$ cat src/rtl/multicycle_ctrl_if.sv
// Control/status bundle between the multicycle control FSM (master) and the datapath (slave).
interface multicycle_ctrl_if;
  logic [6:0] opcode;
  logic       alu_branch;
  logic       mem_ready;
  logic       ir_write;
  logic       pc_write;
  logic [1:0] pc_src;
  logic       mem_req;
  logic       mem_we;
  logic       mem_addr_sel;
  logic [1:0] aluop;
  logic       alusrc;
  logic [1:0] alu_a_sel;
  logic       reg_write;
  logic [1:0] wb_sel;
  logic       retire;
  logic       illegal;
  logic       timeout;
  logic [2:0] state;

  modport master (
    input  opcode, alu_branch, mem_ready,
    output ir_write, pc_write, pc_src, mem_req, mem_we, mem_addr_sel,
           aluop, alusrc, alu_a_sel, reg_write, wb_sel, retire,
           illegal, timeout, state
  );

  modport slave (
    output opcode, alu_branch, mem_ready,
    input  ir_write, pc_write, pc_src, mem_req, mem_we, mem_addr_sel,
           aluop, alusrc, alu_a_sel, reg_write, wb_sel, retire,
           illegal, timeout, state
  );
endinterface

$ cat src/rtl/multicycle_ctrl.sv
// Control FSM for the multicycle RV32I core: sequences fetch/decode/exec/mem/writeback over a
// shared ALU and memory port, halting on unsupported opcodes or memory stalls past STALL_LIMIT.
module multicycle_ctrl #(
  parameter int unsigned STALL_LIMIT = 255
) (
  input logic               clk,
  input logic               rst,
  multicycle_ctrl_if.master bus
);
  localparam int unsigned   CW       = $clog2(STALL_LIMIT + 1);
  localparam logic [CW-1:0] CNT_LAST = CW'(STALL_LIMIT - 1);

  localparam logic [2:0] S_FETCH  = 3'd0;
  localparam logic [2:0] S_DECODE = 3'd1;
  localparam logic [2:0] S_EXEC   = 3'd2;
  localparam logic [2:0] S_MEM    = 3'd3;
  localparam logic [2:0] S_WB     = 3'd4;
  localparam logic [2:0] S_HALT   = 3'd5;

  localparam logic [6:0] OP_R     = 7'b0110011;
  localparam logic [6:0] OP_I     = 7'b0010011;
  localparam logic [6:0] OP_LOAD  = 7'b0000011;
  localparam logic [6:0] OP_STORE = 7'b0100011;
  localparam logic [6:0] OP_LUI   = 7'b0110111;
  localparam logic [6:0] OP_AUIPC = 7'b0010111;
  localparam logic [6:0] OP_BR    = 7'b1100011;
  localparam logic [6:0] OP_JAL   = 7'b1101111;
  localparam logic [6:0] OP_JALR  = 7'b1100111;

  logic [2:0]    state_q, state_d;
  logic          illegal_q, illegal_d;
  logic          timeout_q, timeout_d;
  logic [CW-1:0] cnt_q, cnt_d;

  logic       ir_write_c, pc_write_c, mem_req_c, mem_we_c, mem_addr_sel_c;
  logic       alusrc_c, reg_write_c, retire_c;
  logic [1:0] pc_src_c, aluop_c, alu_a_sel_c, wb_sel_c;
  logic       is_legal, is_store;

  assign is_store = (bus.opcode == OP_STORE);
  assign is_legal = (bus.opcode inside {OP_R, OP_I, OP_LOAD, OP_STORE, OP_LUI,
                                        OP_AUIPC, OP_BR, OP_JAL, OP_JALR});

  always_comb begin
    state_d        = state_q;
    illegal_d      = illegal_q;
    timeout_d      = timeout_q;
    ir_write_c     = 1'b0;
    pc_write_c     = 1'b0;
    pc_src_c       = 2'b00;
    mem_req_c      = 1'b0;
    mem_we_c       = 1'b0;
    mem_addr_sel_c = 1'b0;
    aluop_c        = 2'b00;
    alusrc_c       = 1'b0;
    alu_a_sel_c    = 2'b00;
    reg_write_c    = 1'b0;
    wb_sel_c       = 2'b00;
    retire_c       = 1'b0;

    case (state_q)
      S_FETCH: begin
        mem_req_c = 1'b1;
        if (bus.mem_ready) begin
          ir_write_c = 1'b1;
          state_d    = S_DECODE;
        end else if (cnt_q == CNT_LAST) begin
          state_d   = S_HALT;
          timeout_d = 1'b1;
        end
      end
      S_DECODE: begin
        if (is_legal) begin
          state_d = S_EXEC;
        end else begin
          state_d   = S_HALT;
          illegal_d = 1'b1;
        end
      end
      S_EXEC: begin
        case (bus.opcode)
          OP_R: begin
            aluop_c = 2'b10;
            state_d = S_WB;
          end
          OP_I: begin
            aluop_c  = 2'b11;
            alusrc_c = 1'b1;
            state_d  = S_WB;
          end
          OP_LOAD, OP_STORE: begin
            alusrc_c = 1'b1;
            state_d  = S_MEM;
          end
          OP_LUI, OP_AUIPC: begin
            alusrc_c    = 1'b1;
            alu_a_sel_c = (bus.opcode == OP_LUI) ? 2'b10 : 2'b01;
            state_d     = S_WB;
          end
          OP_BR: begin
            aluop_c    = 2'b01;
            pc_write_c = 1'b1;
            pc_src_c   = bus.alu_branch ? 2'b01 : 2'b00;
            retire_c   = 1'b1;
            state_d    = S_FETCH;
          end
          OP_JAL, OP_JALR: begin
            alusrc_c    = (bus.opcode == OP_JALR);
            reg_write_c = 1'b1;
            wb_sel_c    = 2'b10;
            pc_write_c  = 1'b1;
            pc_src_c    = (bus.opcode == OP_JALR) ? 2'b10 : 2'b01;
            retire_c    = 1'b1;
            state_d     = S_FETCH;
          end
          default: begin
            // IR is supposed to be stable after DECODE; treat a change as illegal.
            state_d   = S_HALT;
            illegal_d = 1'b1;
          end
        endcase
      end
      S_MEM: begin
        mem_req_c      = 1'b1;
        mem_addr_sel_c = 1'b1;
        mem_we_c       = is_store;
        if (bus.mem_ready) begin
          if (is_store) begin
            pc_write_c = 1'b1;
            retire_c   = 1'b1;
            state_d    = S_FETCH;
          end else begin
            state_d = S_WB;
          end
        end else if (cnt_q == CNT_LAST) begin
          state_d   = S_HALT;
          timeout_d = 1'b1;
        end
      end
      S_WB: begin
        reg_write_c = 1'b1;
        wb_sel_c    = (bus.opcode == OP_LOAD) ? 2'b01 : 2'b00;
        pc_write_c  = 1'b1;
        retire_c    = 1'b1;
        state_d     = S_FETCH;
      end
      S_HALT: ;
      default: state_d = S_HALT;
    endcase

    // Counts consecutive stalled cycles of one access; non-memory states leave it at zero.
    if (mem_req_c && !bus.mem_ready && (state_d == state_q)) begin
      cnt_d = cnt_q + CW'(1);
    end else begin
      cnt_d = '0;
    end
  end

  always_ff @(posedge clk) begin
    if (rst) begin
      state_q   <= S_FETCH;
      illegal_q <= 1'b0;
      timeout_q <= 1'b0;
      cnt_q     <= '0;
    end else begin
      state_q   <= state_d;
      illegal_q <= illegal_d;
      timeout_q <= timeout_d;
      cnt_q     <= cnt_d;
    end
  end

  assign bus.ir_write     = ir_write_c & ~rst;
  assign bus.pc_write     = pc_write_c & ~rst;
  assign bus.pc_src       = rst ? 2'b00 : pc_src_c;
  assign bus.mem_req      = mem_req_c & ~rst;
  assign bus.mem_we       = mem_we_c & ~rst;
  assign bus.mem_addr_sel = mem_addr_sel_c & ~rst;
  assign bus.aluop        = rst ? 2'b00 : aluop_c;
  assign bus.alusrc       = alusrc_c & ~rst;
  assign bus.alu_a_sel    = rst ? 2'b00 : alu_a_sel_c;
  assign bus.reg_write    = reg_write_c & ~rst;
  assign bus.wb_sel       = rst ? 2'b00 : wb_sel_c;
  assign bus.retire       = retire_c & ~rst;
  assign bus.illegal      = illegal_q;
  assign bus.timeout      = timeout_q;
  assign bus.state        = state_q;
endmodule

$ cat src/flat_wrapper.sv
// flat-port wrapper written by rule: the top's interface ports become plain ports
module multicycle_ctrl_flat 
#(
  parameter int unsigned STALL_LIMIT = 255
)
  (clk, rst, bus_opcode, bus_alu_branch, bus_mem_ready, bus_ir_write, bus_pc_write, bus_pc_src, bus_mem_req, bus_mem_we, bus_mem_addr_sel, bus_aluop, bus_alusrc, bus_alu_a_sel, bus_reg_write, bus_wb_sel, bus_retire, bus_illegal, bus_timeout, bus_state);
  multicycle_ctrl_if bus_i ();
  input logic clk;
  input logic rst;
  input wire logic [$bits(bus_i.opcode)-1:0] bus_opcode;
  input wire logic [$bits(bus_i.alu_branch)-1:0] bus_alu_branch;
  input wire logic [$bits(bus_i.mem_ready)-1:0] bus_mem_ready;
  output wire logic [$bits(bus_i.ir_write)-1:0] bus_ir_write;
  output wire logic [$bits(bus_i.pc_write)-1:0] bus_pc_write;
  output wire logic [$bits(bus_i.pc_src)-1:0] bus_pc_src;
  output wire logic [$bits(bus_i.mem_req)-1:0] bus_mem_req;
  output wire logic [$bits(bus_i.mem_we)-1:0] bus_mem_we;
  output wire logic [$bits(bus_i.mem_addr_sel)-1:0] bus_mem_addr_sel;
  output wire logic [$bits(bus_i.aluop)-1:0] bus_aluop;
  output wire logic [$bits(bus_i.alusrc)-1:0] bus_alusrc;
  output wire logic [$bits(bus_i.alu_a_sel)-1:0] bus_alu_a_sel;
  output wire logic [$bits(bus_i.reg_write)-1:0] bus_reg_write;
  output wire logic [$bits(bus_i.wb_sel)-1:0] bus_wb_sel;
  output wire logic [$bits(bus_i.retire)-1:0] bus_retire;
  output wire logic [$bits(bus_i.illegal)-1:0] bus_illegal;
  output wire logic [$bits(bus_i.timeout)-1:0] bus_timeout;
  output wire logic [$bits(bus_i.state)-1:0] bus_state;
  assign bus_i.opcode = bus_opcode;
  assign bus_i.alu_branch = bus_alu_branch;
  assign bus_i.mem_ready = bus_mem_ready;
  assign bus_ir_write = bus_i.ir_write;
  assign bus_pc_write = bus_i.pc_write;
  assign bus_pc_src = bus_i.pc_src;
  assign bus_mem_req = bus_i.mem_req;
  assign bus_mem_we = bus_i.mem_we;
  assign bus_mem_addr_sel = bus_i.mem_addr_sel;
  assign bus_aluop = bus_i.aluop;
  assign bus_alusrc = bus_i.alusrc;
  assign bus_alu_a_sel = bus_i.alu_a_sel;
  assign bus_reg_write = bus_i.reg_write;
  assign bus_wb_sel = bus_i.wb_sel;
  assign bus_retire = bus_i.retire;
  assign bus_illegal = bus_i.illegal;
  assign bus_timeout = bus_i.timeout;
  assign bus_state = bus_i.state;
  multicycle_ctrl #(.STALL_LIMIT(STALL_LIMIT)) u_core (.clk(clk), .rst(rst), .bus(bus_i));
endmodule
$ cat config.mk
export PLATFORM = sky130hd
export DESIGN_NAME = multicycle_ctrl_flat
export DESIGN_NICKNAME = d
export VERILOG_FILES = /design/src/rtl/multicycle_ctrl_if.sv /design/src/rtl/multicycle_ctrl.sv /design/src/flat_wrapper.sv
export SDC_FILE = /design/constraint.sdc
export NUM_CORES = 1
export LEC_CHECK = 0
export ABC_AREA = 1
export CORE_UTILIZATION = 30
export CTS_BUF_LIST = sky130_fd_sc_hd__clkbuf_8
export DETAILED_ROUTE_END_ITERATION = 8
export GPL_TIMING_DRIVEN = 0
export PLACE_DENSITY = 0.6
export SLEW_MARGIN = 30
export SYNTH_ARGS = -nofsm -noshare
export SYNTH_HDL_FRONTEND = slang
export SYNTH_SLANG_ARGS = --single-unit
$ cat constraint.sdc
create_clock -name clk -period 1.5 [get_ports clk]
set_input_delay 0.225 -clock clk [delete_from_list [all_inputs] [get_ports clk]]
set_output_delay 0.225 -clock clk [all_outputs]
set_load 0.005 [all_outputs]
=== Word level (Yosys, flattened, before mapping) ===
Index checks and enable logic that the tools add are counted.

* Register bits: 13
* Output and inout port bits: 21

* Add/sub/neg operators: 1
* Reduce and logical (&&, ||, !) cells: 17
* Bitwise operators: 10
* Eq/ne operators: 18
* Multiplexer cells: 39

{| class="wikitable"
|+ Operators by type and width
! operator !! count
|-
| two-way mux 2 bit || 11
|-
| == test 7 x 6 -> 1 bit, second input constant || 3
|-
| == test 7 bit, second input constant || 3
|-
| case mux 3 bit (6 select lines) || 1
|-
| two-way mux 3 bit || 5
|-
| == test 7 x 5 -> 1 bit, second input constant || 2
|-
| two-way mux 1 bit || 14
|-
| OR reduction 2 bit || 5
|-
| case mux 3 bit (3 select lines) || 1
|-
| nonzero test 9 bit || 1
|-
| OR reduction 9 bit || 1
|-
| adder 8 x 1 -> 8 bit, second input constant || 1
|-
| == test 8 bit, second input constant || 1
|-
| case mux 2 bit (2 select lines) || 2
|-
| bitwise AND 1 bit || 7
|-
| == test 7 x 2 -> 1 bit, second input constant || 1
|-
| == test 3 x 2 -> 1 bit, second input constant || 2
|-
| == test 3 bit, second input constant || 2
|-
| case mux 1 bit (2 select lines) || 3
|-
| case mux 2 bit (3 select lines) || 1
|-
| AND reduction 3 bit || 2
|-
| OR reduction 5 bit || 1
|-
| inequality test 2 bit, second input constant || 2
|-
| OR reduction 4 bit || 1
|-
| 9 further kinds || 12
|}

=== Longest topological paths before layout ===
Gate-level depths: netlist of run 1.

* Depth after elaboration: 8
* Depth in mapped cells: 13

=== Worst setup path before layout of run 1 ===
Ideal clock, no wire load.

* Path kind: reg-to-output
* Start: register u_core.state_q[1], in the netlist u_core.bus.state[1]
* End: output port bus_retire
* Setup slack: -0.083 ns
* Arrival: 1.358 ns
* Path buffers: 1
* Cell stages (with the launch flop): 8
* Cell sequence: dfxtp_1 > inv_1 > nor2_2 > nand2_1 > nor2_1 > clkinv_1 > o21ai_0 > buf_4

* Cells in the longest elaborated chain, start to end: 3
* Elaborated cells between the ends (all ways): 5

{| class="wikitable"
|+ RTL lines
! what !! line !! source
|-
| from (decl) || multicycle_ctrl.sv:30 || <nowiki>logic [2:0] state_q, state_d;</nowiki>
|-
| from (signal assigned) || multicycle_ctrl.sv:166 || <nowiki>state_q <= state_d;</nowiki>
|-
| == test 3 bit or == test 3 x 2 -> 1 bit (tied branches) || n/a ||
|-
| case mux 1 bit (3 select lines) * || n/a ||
|-
| bitwise AND 1 bit * || n/a ||
|-
| to (decl) || flat_wrapper.sv:24 || <nowiki>output wire logic [$bits(bus_i.retire)-1:0] bus_retire;</nowiki>
|}

Every way passes the cells marked *; elsewhere a longest branch is shown, timed or not.

=== Final worst setup path of run 1 ===
* Start: register u_core.state_q[2], in the netlist u_core.bus.state[2]
* End: output port bus_pc_src[0]

* Cells in the longest elaborated chain, start to end: 3

{| class="wikitable"
|+ RTL lines
! what !! line !! source
|-
| == test 3 x 2 -> 1 bit || multicycle_ctrl.sv:61 || <nowiki>case (state_q)</nowiki>
|-
| two-way mux 2 bit || multicycle_ctrl.sv:61 ||
|-
| two-way mux 2 bit || multicycle_ctrl.sv:175 || <nowiki>assign bus.pc_src = rst ? 2'b00 : pc_src_c;</nowiki>
|-
| to (decl) || flat_wrapper.sv:15 || <nowiki>output wire logic [$bits(bus_i.pc_src)-1:0] bus_pc_src;</nowiki>
|}

No other way between the ends.

==> results of run 1 <==
==> cells in the final DEF, fill, tap and decap left out, types with 2 or more instances in the layout <==
master / n
nand3_2: 3
nand3_1: 6
o21ai_2: 2
clkbuf_8: 3
xnor2_1: 2
dfxtp_1: 4
buf_4: 33
dfxtp_2: 5
xor2_1: 4
nor3_2: 3
nand2_2: 12
buf_6: 7
inv_2: 12
dfxtp_4: 4
a21oi_1: 6
nand2_1: 18
a21oi_2: 3
a31oi_1: 2
nor2_2: 8
clkdlybuf4s50_1: 6
inv_1: 11
nor2_4: 13
buf_2: 17
nor3_1: 2
nor2_1: 18
nand2_4: 6
==> metal layers <==
layer / up-vias / track usage (%) / wire [um]
met5: - / 0 / 0
met4: 0 / 5.102 / 62
met3: 12 / 4.464 / 180
met2: 57 / 30.87 / 1765
met1: 594 / 23.51 / 1444
li1: 626 / - / -
==> what timing repair did <==
action                     in CTS  in global routing
gates cloned                    0                  0
setup endpoints to repair      25                 26
gates resized for setup       141                 48
pin swaps                      24                 32
setup buffers                  28                 11
==> state kept, by name (all words and copies together) (netlist names) <==
register / cells
u_core.bus.state: 3
u_core.cnt_q: 8
u_core.bus.timeout: 1
u_core.bus.illegal: 1
==> cell usage after synthesis <==
library cell,n
a21oi_1,8
a21oi_2,1
a31oi_1,2
buf_4,1
clkbuf_1,1
clkinv_1,1
dfxtp_1,13
ha_1,2
inv_1,22
inv_2,1
nand2_1,32
nand2_2,3
nand2_4,1
nand3_1,9
nand3_2,1
nor2_1,34
nor2_2,4
nor2_4,1
nor3_1,5
nor3_2,1
nor4_1,1
o21ai_0,5
o22ai_1,1
xnor2_1,2
xor2_1,4
==> per-stage QoR <==
step                      TNS [ns]  hold WS, ns  cell area (um^2)  cells
after floorplan                  0       0.4296             945.9    156
after global placement      -12.95       0.4445              1299    228
after detailed placement    -13.26       0.4597              1299    228
after CTS                   -1.695       0.4292              1608    259
after global routing        -3.428       0.4834              1818    268
final                       -1.649       0.4363              1818    268
==> power groups by stage <==
stage	Sequential (mW)	Combinational [mW]	Clock [mW]
final	0.396	0.440	0.316
after global routing	0.399	0.473	0.341
after CTS	0.402	0.342	0.321
after detailed placement	0.399	0.276	0
after global placement	0.400	0.272	0
after floorplan	0.396	0.156	0
==> worst max path at each step <==
stage / start / endpoint / slack (ns) / depth (start not counted)
6_report: u_core.bus.state[2] / bus_pc_src[0] / -0.20 / 8
5_1_grt: u_core.bus.state[1] / bus_pc_src[0] / -0.28 / 9
4_1_cts: u_core.bus.state[1] / bus_retire / -0.23 / 9
3_5_place_dp: bus_opcode[2] / bus_retire / -0.84 / 9
3_3_place_gp: bus_opcode[5] / bus_retire / -0.83 / 9
2_1_floorplan: u_core.bus.state[1] / bus_retire / 0.02 / 7
==> cell type report <==
| cell class | instances | area, um^2 | share of cell area, % |
|---|---|---|---|
| inverter | 24 | 95.09 | 5.231 |
| multi-input combinational | 117 | 829.5 | 45.63 |
| clock buffer | 3 | 41.29 | 2.271 |
| timing repair buffer | 66 | 498.0 | 27.39 |
| clock inverter | 1 | 5.005 | 0.2753 |
| buffer | 2 | 15.01 | 0.8259 |
| tap | 42 | 52.55 | 2.891 |
| sequential | 13 | 281.5 | 15.49 |
==> worst max-delay path: stages (launching register included) <==
cell and delay, ns:
dfxtp_4 0.36, nor2_4 0.12, nand2_2 0.08, nor2_4 0.12
clkinv_4 0.08, buf_4 0.14, buf_4 0.13, a21oi_2 0.09
buf_2 0.12
==> kinds of logic (layout without fill, tap and decap cells) <==
family | after synthesis | count (layout) | share of synthesized area (%)
and+or+nand+nor | 92 | 92 | 43.56
buffers and inverters | 26 | 96 | 10.76
AOI/OAI and AO/OA | 17 | 17 | 9.827
DFF | 13 | 13 | 27.62
xor gates and xnor gates | 6 | 6 | 5.578
adders and majority gates | 2 | 2 | 2.656
==> metrics.csv, run 1 <==
metric;value;unit
NetSw;392.2;uW
sequential fraction of the synthesis area;27.62;%
Worst Path Max Fanout;4;
final hold viol count;0;
initial DRC count;63;
Clock Sinks;13;
maximum clock rate;0.5872;GHz
initial antenna violation count;0;
Worst R2R End;u_core.bus.state[0];
worst r2r path cells;11;
initial core utilization;32.75;%
dpl ws;-0.8438;ns
Hold EP;u_core.bus.timeout;
syn avg cell area;6.039;um^2
CP Capture Type;primary output;
Worst Max-Slew Pin Slew;0.5709;ns
hold_buf cts;0;
Synth area leader;dfxtp_1;
total core area;2877;um^2
final setup vio count;14;
GRT overflow;0;
hold path depth;2;
post-DR vias/cell;4.810;
Final Cycle Share;113.5;%
TritonCTS Buffers;3;
sequential power share;34.4;%
gr usage total;18.42;%
vias in the first global route;1120;
Slew headroom;61.94;%
Die X;58.04;um
die area;3369;um^2
wire per inst;12.89;um
wirelength, routed;3454;um
number of synthesized register bits;13;
nets@finish;240;
Synth warnings;0;
status;finished, violations left;
Die Y;58.04;um
largest net degree at the start of global routing;11;
vias post-DR;1289;
CTS tree;done;
Worst Slack Setup Final;-0.2030;ns
Pleak;0.8346;nW
pwr dens;633.8;nW/um^2
share of layout cells above drive strength 1;61.95;%
CTS clk-pin slew, worst paths;0.05;ns
syn nets;169;
HPWL reported at the end of detailed placement;1865;um
Port Buffer Count;30;
Fill cells;233;
WS Path Type;reg -> out;
Tot Pwr;1.152;mW
Hold WC Path Type;in -> reg;
Syn Inst Count;156;
Int Power;760.0;uW
RePlAce Congestion;0.8217;
Tmin final;1.703;ns
Max Transition Viols Final;0;
combinational power share;38.2;%
DRC viols;1;
CTS H-tree depth;1;
Sw Ratio;34.04;%
# diodes;0;
Routed Antenna Nets;0;
CP Data Required Time;1.27;ns
Root Driver;clkbuf_8;
reg2reg start;u_core.cnt_q[0];
hold path start;rst;
Max clock buf depth;2;
Final Util;63.20;%
first-pass GRT wire length;4830;um
top cell type's share of synthesized area;27.62;%
Synth area leaders;dfxtp_1 28%, nor2_1 14%, nand2_1 13%, inv_1 8.8%, nand3_1 4.8%;
Setup crit start kind;register;
Ports;32;
Setup Skew;0.004396;ns
mapped cell area;942.2;um^2
register-to-register path setup slack;0.03;ns
RSZ-0062 raised after global routing;true;
failing checks;design-rule violations, negative setup slack;
worst vdd rail ir drop;0.4354;mV
FP Rows;19;
Clock Latency Late Sink;0.25;ns
max cap viols;0;
clock power share;27.4;%
Initial DRT Pass Iterations;6;
area delta synth->final;92.96;%
Crit path arrival time;1.48;ns
number of distinct library cells after synthesis;25;
Power figures use the tool's default switching activity.
==> inputs of run 2 (changes only) <==
- PLACE_DENSITY: 0.6 -> not set
==> results of run 2 <==
Same layout as run 1: the final DEF is identical, and so are final timing and power.
